**src/rtl/rv32i_types_pkg.sv**
```systemverilog
// Shared RV32I encodings and the MEM-stage handshake state type.
package rv32i_types;

    typedef enum logic [2:0] {
        LB  = 3'b000,
        LH  = 3'b001,
        LW  = 3'b010,
        LBU = 3'b100,
        LHU = 3'b101
    } load_funct3_t;

    typedef enum logic [2:0] {
        SB = 3'b000,
        SH = 3'b001,
        SW = 3'b010
    } store_funct3_t;

    typedef enum logic [1:0] {
        IDLE = 2'b00,
        REQ  = 2'b01,
        DONE = 2'b10
    } mem_state_t;

endpackage

```
**src/rtl/mem_align_unit.sv**
```systemverilog
// Combinational load extraction/extension and store replication/byte-mask generation.
module mem_align_unit #(
    parameter int XLEN = 32
) (
    input  logic [2:0]      funct3,
    input  logic [1:0]      off,
    input  logic [XLEN-1:0] load_word,
    input  logic [XLEN-1:0] rs2,
    output logic [XLEN-1:0] load_data,
    output logic [XLEN-1:0] store_data,
    output logic [3:0]      byte_mask
);
    import rv32i_types::*;

    logic [7:0]  sel_byte;
    logic [15:0] sel_half;

    always_comb begin
        sel_byte = load_word[{off, 3'b000} +: 8];
        sel_half = off[1] ? load_word[31:16] : load_word[15:0];
        case (funct3)
            LB:      load_data = {{24{sel_byte[7]}}, sel_byte};
            LH:      load_data = {{16{sel_half[15]}}, sel_half};
            LW:      load_data = load_word;
            LBU:     load_data = {24'd0, sel_byte};
            LHU:     load_data = {16'd0, sel_half};
            default: load_data = '0;
        endcase
    end

    // Data is replicated across lanes so the cache only needs the byte mask.
    always_comb begin
        case (funct3)
            SB: begin
                store_data = {4{rs2[7:0]}};
                byte_mask  = 4'b0001 << off;
            end
            SH: begin
                store_data = {2{rs2[15:0]}};
                byte_mask  = 4'b0011 << off;
            end
            SW: begin
                store_data = rs2;
                byte_mask  = 4'hF;
            end
            default: begin
                store_data = rs2;
                byte_mask  = 4'h0;
            end
        endcase
    end

endmodule

```
**src/rtl/mem_access_stage.sv**
```systemverilog
// Pipeline MEM stage: data-cache load/store handshake, alignment, and stall generation.
module mem_access_stage #(
    parameter int XLEN = 32
) (
    input  logic            clk,
    input  logic            rst,
    input  logic            valid_i,
    input  logic            mem_read_i,
    input  logic            mem_write_i,
    input  logic [2:0]      funct3_i,
    input  logic [XLEN-1:0] alu_out_i,
    input  logic [XLEN-1:0] rs2_out_i,
    input  logic            advance_i,
    input  logic [XLEN-1:0] dcache_rdata,
    input  logic            dcache_resp,
    output logic            dcache_read,
    output logic            dcache_write,
    output logic [XLEN-1:0] dcache_address,
    output logic [XLEN-1:0] dcache_wdata,
    output logic [3:0]      dcache_mem_byte_enable,
    output logic [XLEN-1:0] mem_rdata_o,
    output logic            misaligned_o,
    output logic            stall_o
);
    import rv32i_types::*;

    mem_state_t      state;
    logic            req_is_read;
    logic            req_is_write;
    logic [XLEN-1:0] rdata_cap;

    logic            need;
    logic            in_idle;
    logic            in_req;
    logic            issue_rd;
    logic            issue_wr;
    logic            resp_load;
    logic [XLEN-1:0] load_word;
    logic [XLEN-1:0] load_data;
    logic [XLEN-1:0] store_data;
    logic [3:0]      byte_mask;

    always_comb begin
        misaligned_o = valid_i & (mem_read_i | mem_write_i) &
                       (((funct3_i[1:0] == 2'b01) & alu_out_i[0]) |
                        ((funct3_i[1:0] == 2'b10) & (alu_out_i[1:0] != 2'b00)));
        need      = valid_i & (mem_read_i | mem_write_i) & ~misaligned_o;
        in_idle   = (state == IDLE);
        in_req    = (state == REQ);
        issue_rd  = in_idle & need & mem_read_i;
        issue_wr  = in_idle & need & mem_write_i;
        // The request kind is latched so a flush in REQ cannot retract an in-flight access.
        dcache_read  = rst & (issue_rd | (in_req & req_is_read));
        dcache_write = rst & (issue_wr | (in_req & req_is_write));
        stall_o      = ((in_idle & need) | in_req) & ~dcache_resp;
        resp_load    = dcache_resp & (issue_rd | (in_req & req_is_read));

        dcache_address         = {alu_out_i[XLEN-1:2], 2'b00};
        dcache_wdata           = store_data;
        dcache_mem_byte_enable = dcache_write ? byte_mask : 4'h0;

        load_word   = (state == DONE) ? rdata_cap : dcache_rdata;
        mem_rdata_o = mem_read_i ? load_data : '0;
    end

    mem_align_unit #(.XLEN(XLEN)) u_align (
        .funct3     (funct3_i),
        .off        (alu_out_i[1:0]),
        .load_word  (load_word),
        .rs2        (rs2_out_i),
        .load_data  (load_data),
        .store_data (store_data),
        .byte_mask  (byte_mask)
    );

    always_ff @(posedge clk or negedge rst) begin
        if (!rst) begin
            state        <= IDLE;
            req_is_read  <= 1'b0;
            req_is_write <= 1'b0;
            rdata_cap    <= '0;
        end else begin
            case (state)
                IDLE: begin
                    if (need) begin
                        req_is_read  <= mem_read_i;
                        req_is_write <= mem_write_i;
                        if (!dcache_resp)
                            state <= REQ;
                        else if (!advance_i)
                            state <= DONE;
                    end
                end
                REQ: begin
                    if (dcache_resp)
                        state <= advance_i ? IDLE : DONE;
                end
                DONE: begin
                    if (advance_i)
                        state <= IDLE;
                end
                default: state <= IDLE;
            endcase
            // A response seen in DONE is not a live request and must not disturb the held word.
            if (resp_load)
                rdata_cap <= dcache_rdata;
        end
    end

endmodule

```
**config.mk**
```make
export PLATFORM = sky130hd
export DESIGN_NAME = mem_access_stage
export DESIGN_NICKNAME = d
export VERILOG_FILES = /design/src/rtl/rv32i_types_pkg.sv /design/src/rtl/mem_align_unit.sv /design/src/rtl/mem_access_stage.sv
export SDC_FILE = /design/constraint.sdc
export NUM_CORES = 1
export LEC_CHECK = 0
export CAP_MARGIN = 5
export CORE_MARGIN = 2
export CORE_UTILIZATION = 44
export CTS_BUF_LIST = sky130_fd_sc_hd__clkbuf_8
export CTS_CLUSTER_SIZE = 10
export DETAILED_ROUTE_END_ITERATION = 10
export GPL_ROUTABILITY_DRIVEN = 0
export PLACE_DENSITY = 0.95
export SETUP_SLACK_MARGIN = 0.05
export SYNTH_ARGS = -nofsm -noshare
export SYNTH_HDL_FRONTEND = slang
export SYNTH_HIERARCHICAL = 1
export SYNTH_SLANG_ARGS = --single-unit
```
**constraint.sdc**
```tcl
create_clock -name clk -period 4.7 [get_ports clk]
set_clock_uncertainty 0.1 [all_clocks]
set_input_delay 1.175 -clock clk [delete_from_list [all_inputs] [get_ports clk]]
set_output_delay 1.175 -clock clk [all_outputs]
set_load 0.03 [all_outputs]
```
==> flow_metrics.py, run 1 <==
metrics = {
    "run_status": {
        "status": "finished clean",
    },
    "floorplan": {
        "rows": 34,
        "start_util": 0.453,
        "pin_count": 210,
        "die_area_mm2": 0.00975,
        "dieWidth_um": 98.8,
        "core_mm2": 0.00872,
        "chipHeight_um": 98.8,
    },
    "timing": {
        "worst_slew_pin_slew_ns": 0.658,
        "slew_headroom": 0.562,
        "timing.setup.tns_ns": 0,
        "fmax_mhz": 220,
        "setup_viol": 0,
        "finalHoldViolCount": 0,
        "fin_crit_ns": 4.54,
        "grt_setup_unrepaired": "no",
        "drv_slew": 0,
        "finalCritPeriodShare": 0.967,
    },
    "critical_path": {
        "start_kind": "input port",
        "r2r_cells": 4,
        "r2r_slack_ns": 2.73,
        "timing.rr.start": "state[0]",
        "path_class": "in -> out",
        "crit_path_end_kind": "output port",
        "worst_ep_required_time_ns": 3.42,
        "critPathMaxFanout": 17,
        "reg2reg_to": "rdata_cap[26]",
        "cp.arrival_ns": 3.27,
    },
    "drt": {
        "drt-initial-drc-count": 212,
        "dr_total_vias": 3404,
        "wl_per_cell_um": 19.9,
        "post-route-drc-count": 0,
        "dr.pass1.iters": 5,
        "viasPerCell": 5.59,
        "wl_um": 12100,
        "ant_nets": 0,
    },
    "yosys": {
        "synthSimpleGateAreaFrac": 0.155,
        "synth_top_family_by_area": "multiplexers",
        "netlist_instances": 396,
        "muxShareOfSynthArea": 0.354,
        "synth_area_per_cell_um2": 9.98,
        "ys.flop_type": "dfrtp_1",
        "synthArstFlopShare": 1.00,
        "synth_area_mm2": 0.00395,
        "synth_enable_flop_cells": 0,
        "synth-compound-area-share": 0.119,
        "yosysSeqAreaShare": 0.228,
        "synthAdderAreaFrac": 0,
        "yosysWarnings": 6,
        "synth.distinct_cells": 49,
        "synth-xor-area-share": 0,
        "ys_ff_latch": 36,
    },
    "worst_hold_path": {
        "whs_path_depth": 1,
        "holdPathEnd": "req_is_write",
        "worstHoldPathType": "reg -> reg",
        "hold_start": "req_is_write",
    },
    "clock_network": {
        "postCtsSetupBuffers": 0,
        "cts_buffers": 5,
        "root_buffer": "clkbuf_8",
        "h-tree-depth": 2,
        "cts_tree": "yes",
        "clock_latency_ns": 0.29,
        "clkTransAtPathRegs_ns": 0.07,
        "ctsLongestPathBuffers": 2,
        "cts.sinks": 36,
    },
    "cells_and_area": {
        "antenna_cells": 0,
        "layout_commonest_cell": "clkdlybuf4s50_1",
        "area_delta_synth_final_pct": 32.8,
        "final_cell_mix": "clkdlybuf4s50_1 (97), buf_4 (59), mux2_2 (57)",
        "nets": 606,
        "fin_cells": 609,
        "final_layout_size_suffix_gt1_frac": 0.363,
    },
    "pwr": {
        "leakagePower_nw": 2.39,
        "ir_drop_v": 0.000145,
        "powerDensity_mw_per_mm2": 275,
    },
    "place": {
        "dp_cells": 601,
        "hpwl_um": 9390,
        "portBuffers": 147,
    },
    "global_route": {
        "grt_pass1_vias": 3579,
        "grt_antenna_before_repair": 0,
        "grt-ovfl-total": 0,
        "grt_first_pass_wirelength_um": 18900,
        "grt_max_degree": 37,
        "grt_use_total": 0.242,
    },
    "flow_run": {
        "drv_cap": 0,
    },
}
[synthesized netlist by cell type (2+ instances only)]
cell type  count  share of area
o22ai_1        8          0.013
mux2_2        57           0.16
nand4_1        2         0.0032
buf_4         47          0.089
nor2_8         2          0.010
clkbuf_1       5         0.0048
mux2_4        39           0.15
nand4b_1       2         0.0044
o21ai_0        9          0.011
dfrtp_1       36           0.23
o21a_1         3         0.0057
nand2_1        9         0.0085
a21oi_1       13          0.016
nor2_1        15          0.014
nor3_1         2         0.0025
nand3_1       16          0.020
nand2b_1       4         0.0063
inv_1          2         0.0019
mux2i_1       16          0.041
buf_6          5          0.014
a22oi_1        8          0.015
o211ai_1      16          0.030
buf_12         3          0.015
and2_1        36          0.057
nor2b_1        5         0.0079
buf_2         13          0.016
[worst max-delay path: stages]
cell and delay (ns):
clkdlybuf4s50_1 0.51, or2_1 0.42, buf_4 0.30, o22ai_1 0.09, and2_1 0.17, clkdlybuf4s50_1 0.59
[layout make-up]
class / count / area (µm²)
Clock buffer: 6 / 82.6
Clock inverter: 2 / 11.3
Fill cell: 727 / 3470
Inverter: 2 / 7.51
Multi-Input combinational cell: 285 / 2500
Sequential cell: 36 / 902
Tap cell: 108 / 135
Timing Repair Buffer: 170 / 1610
[metal layers]
layer	GRT usage	up-vias	wire length, µm
met5	0	-	0
met4	0.0727	0	351
met3	0.0631	44	825
met2	0.428	129	6170
met1	0.286	1644	4790
li1	-	1587	-
[sequential cells by signal, summed over array words and instances, names as in the netlist]
| register | count |
|---|---|
| rdata_cap | 32 |
| req_is_write | 1 |
| state | 2 |
| req_is_read | 1 |
[through the flow]
| stage | worst slack (ns) | hold WS (ns) | util | total power [W] | area [µm²] |
|---|---|---|---|---|---|
| 2_1_floorplan | 0.762 | 0.363 | - | 0.00102 | 3960 |
| 3_3_place_gp | 0.0397 | 0.374 | 0.588 | 0.00117 | 5130 |
| 3_5_place_dp | 0.0313 | 0.388 | 0.588 | 0.00120 | 5130 |
| 4_1_cts | 0.0587 | 0.405 | 0.600 | 0.00145 | 5230 |
| 5_1_grt | 0.0665 | 0.428 | 0.602 | 0.00152 | 5250 |
| 6_report | 0.156 | 0.406 | 0.602 | 0.00144 | 5250 |
[logic make-up (layout without fill, tap and decap cells)]
logic type	Yosys count	after routing
DFF	36	36
AOI/OAI and AO/OA	68	68
muxes	113	113
and+or+nand+nor	102	102
buffers and inverters	76	180
other	1	2
[timing repair]
item / CTS / global route
gates resized for setup: 3 / 7
hold buffers: 0 / 0
pin swaps: 0 / 0
setup endpoints to repair: 5 / 6
[where the power goes]
part           leakage, nW  switching [W]  internal [W]
sequential           0.428      0.0000718      0.000427
clock               0.0486       0.000123      0.000117
combinational         1.91       0.000308      0.000397
[worst max-delay path by stage]
stage | start | endpoint | cells past startpoint
6_report | funct3_i[0] | mem_rdata_o[5] | 6
2_1_floorplan | alu_out_i[0] | dcache_mem_byte_enable[0] | 4
3_5_place_dp | dcache_rdata[7] | mem_rdata_o[9] | 7
3_3_place_gp | dcache_rdata[31] | mem_rdata_o[9] | 7
5_1_grt | funct3_i[0] | mem_rdata_o[4] | 6
4_1_cts | dcache_rdata[7] | mem_rdata_o[14] | 7
(Power assumes the default switching activity.)
==> run 2, diff against run 1 <==
- CORE_UTILIZATION: 44 -> 43
- HOLD_SLACK_MARGIN: not set -> 0.15
- SYNTH_HIERARCHICAL: 1 -> not set
==> flow_metrics.py, run 2 <==
metrics = {
    "global_route": {
        "grt_max_degree": 40,
        "grt_use_met3": 0.0530,
        "grt_use_total": 0.238,
        "grtUsageMet1": 0.280,
        "grt.busiest_layer": "met2",
        "met2_usage": 0.401,
        "grt_pass1_vias": 3361,
        "grt_first_pass_wirelength_um": 16800,
        "grt-ovfl-total": 0,
        "grt_antenna_before_repair": 0,
    },
    "critical_path": {
        "path_class": "in -> out",
        "cp.arrival_ns": 3.31,
        "critPathMaxFanout": 25,
        "timing.rr.start": "state[1]",
        "r2r_slack_ns": 2.49,
        "reg2reg_to": "rdata_cap[9]",
        "start_kind": "input port",
        "cp_slowest_cell": "clkdlybuf4s50_1",
        "r2r_cells": 5,
        "max_stage_delay_ns": 0.61,
        "cp_cell_sequence": "clkdlybuf4s50_1 -> or2_1 -> a211oi_1 -> or4_1 -> buf_4 -> o22ai_1 -> buf_12",
        "worst_ep_required_time_ns": 3.42,
        "crit_path_end_kind": "output port",
    },
    "yosys": {
        "ys_ff_latch": 36,
        "synth_area_mm2": 0.00359,
        "synth_top_cell_by_area": "dfrtp_1",
        "synth_common_cells": "buf_4 (41), mux2_2 (40), dfrtp_1 (36)",
        "synth_area_per_cell_um2": 10.1,
        "synth.most_common_cell": "buf_4",
        "yosysSeqAreaShare": 0.251,
        "netlist_instances": 356,
        "ys.flop_type": "dfrtp_1",
        "synth.area.top_cells": "dfrtp_1 (25%), mux2_2 (13%), mux2_4 (13%)",
        "synth.distinct_cells": 46,
        "yosysWarnings": 0,
        "synthArstFlopShare": 1.00,
        "synth_enable_flop_cells": 0,
        "netlist.area_leader.share": 0.251,
    },
    "clock_network": {
        "postCtsSetupBuffers": 0,
        "ctsLongestPathBuffers": 2,
        "clock_latency_ns": 0.30,
        "cts_buffers": 5,
        "cts_tree": "yes",
        "cts.sinks": 36,
        "h-tree-depth": 2,
        "root_buffer": "clkbuf_8",
        "clkTransAtPathRegs_ns": 0.07,
    },
    "timing": {
        "finalHoldViolCount": 0,
        "drv_slew": 0,
        "grt_setup_unrepaired": "no",
        "setup_viol": 0,
        "fmax_mhz": 218,
        "slew_headroom": 0.368,
        "finalCritPeriodShare": 0.976,
        "worst_slew_pin_slew_ns": 0.941,
        "fin_crit_ns": 4.59,
    },
    "pwr": {
        "power_w": 0.00142,
        "pwr-share-comb": 0.473,
        "p_seq_frac": 0.368,
        "powerDensity_mw_per_mm2": 290,
        "ir_drop_v": 0.000107,
        "p_switching_w": 0.000494,
        "power_frac_clock": 0.158,
        "swShare": 0.349,
        "leakagePower_nw": 2.17,
        "cellInternalPower_w": 0.000924,
    },
    "cells_and_area": {
        "regMostFlops": "rdata_cap",
        "final_layout_size_suffix_gt1_frac": 0.340,
        "fin_area_mm2": 0.00488,
        "fin_cells": 564,
        "largest_registers": "rdata_cap: 32 flops, state: 2 flops",
        "final_cell_mix": "clkdlybuf4s50_1 (98), buf_4 (63), mux2_2 (40)",
        "nets": 564,
        "area_delta_synth_final_pct": 35.8,
        "largest_reg_flops": 32,
        "layout_commonest_cell": "clkdlybuf4s50_1",
        "antenna_cells": 0,
    },
    "worst_hold_path": {
        "whs_path_depth": 1,
        "hold_start": "req_is_write",
        "worstHoldPathType": "reg -> reg",
        "holdPathEnd": "req_is_write",
    },
    "floorplan": {
        "core_mm2": 0.00818,
        "die_area_mm2": 0.00910,
        "rows": 33,
        "dieWidth_um": 95.4,
        "pin_count": 210,
        "chipHeight_um": 95.4,
        "start_util": 0.440,
    },
    "drt": {
        "dr_total_vias": 3329,
        "viasPerCell": 5.90,
        "wl_per_cell_um": 19.1,
        "drt-initial-drc-count": 285,
        "dr.pass1.iters": 8,
        "ant_nets": 0,
        "wl_um": 10800,
        "post-route-drc-count": 0,
    },
    "run_status": {
        "status": "finished clean",
    },
    "place": {
        "dp_cells": 556,
        "hpwl_um": 8250,
        "portBuffers": 147,
        "placed_area_mm2": 0.00477,
    },
    "flow_run": {
        "drv_cap": 0,
    },
}
[run 2: power groups by stage]
| stage | sequential (W) | combinational [W] | clock, W |
|---|---|---|---|
| after floorplan | 0.000494 | 0.000517 | 0 |
| after global placement | 0.000511 | 0.000645 | 0 |
| after detailed placement | 0.000522 | 0.000663 | 0 |
| after CTS | 0.000520 | 0.000668 | 0.000231 |
| after global routing | 0.000540 | 0.000710 | 0.000241 |
| final | 0.000522 | 0.000671 | 0.000225 |
[run 2: worst max-delay path: cells and delay by family]
kind	cells	cell delay, ns
AO/OA/AOI/OAI	2	0.43
AND/OR/NAND/NOR	2	0.69
buffers and inverters	3	1.01
[run 2: metal layers]
| layer | up-vias | wire (µm) |
|---|---|---|
| met5 | - | 0 |
| met4 | 0 | 479 |
| met3 | 51 | 930 |
| met2 | 224 | 5170 |
| met1 | 1565 | 4180 |
| li1 | 1489 | - |
[run 2: worst max path at each step]
| stage | depth (start not counted) | slack (ns) | endpoint | startpoint |
|---|---|---|---|---|
| finish | 7 | 0.11 | mem_rdata_o[8] | alu_out_i[0] |
| global placement | 6 | 0.06 | dcache_mem_byte_enable[1] | funct3_i[1] |
| global route | 7 | 0.06 | mem_rdata_o[8] | alu_out_i[0] |
| detailed placement | 6 | -0.07 | dcache_mem_byte_enable[2] | funct3_i[1] |
| floorplan | 6 | 0.34 | dcache_mem_byte_enable[0] | alu_out_i[1] |
| CTS | 6 | 0.07 | mem_rdata_o[4] | funct3_i[1] |
[run 2: what timing repair did]
action | in CTS | in global routing
hold buffers | 0 | 0
endpoints found under the setup margin | 4 | 22
resized for setup | 2 | 4
pin swaps | 0 | 1
[run 2: kinds of logic (layout without fill, tap and decap cells)]
group / Yosys count / in the layout / share of synthesized area
buffers and inverters: 73 / 175 / 0.131
DFF: 36 / 36 / 0.251
AOI/OAI and AO/OA: 76 / 76 / 0.161
other: 1 / 2 / 0.00104
and+or+nand+nor: 77 / 77 / 0.109
muxes: 93 / 93 / 0.348
[run 2: layout make-up]
class / instances / area, µm²
fill: 637 / 3290
multi-input combinational: 248 / 2250
timing repair buffer: 164 / 1500
sequential: 36 / 901
tap: 105 / 131
clock buffer: 5 / 68.8
clock inverter: 3 / 18.8
inverter: 3 / 11.3
[run 2: through the flow]
step                hold WS [ns]  setup TNS, ns  setup slack (ns)  utilization
floorplan                  0.341              0             0.344            -
global placement           0.351              0            0.0628        0.584
detailed placement         0.361        -0.0654           -0.0654        0.584
CTS                        0.376              0            0.0716        0.595
global route               0.396              0            0.0557        0.597
finish                     0.377              0             0.114        0.597
==> run 3, diff against run 2 <==
- CAP_MARGIN: 5 -> 15
==> results of run 3 <==
Same layout as run 2: the final DEF is identical, and so are final timing and power.
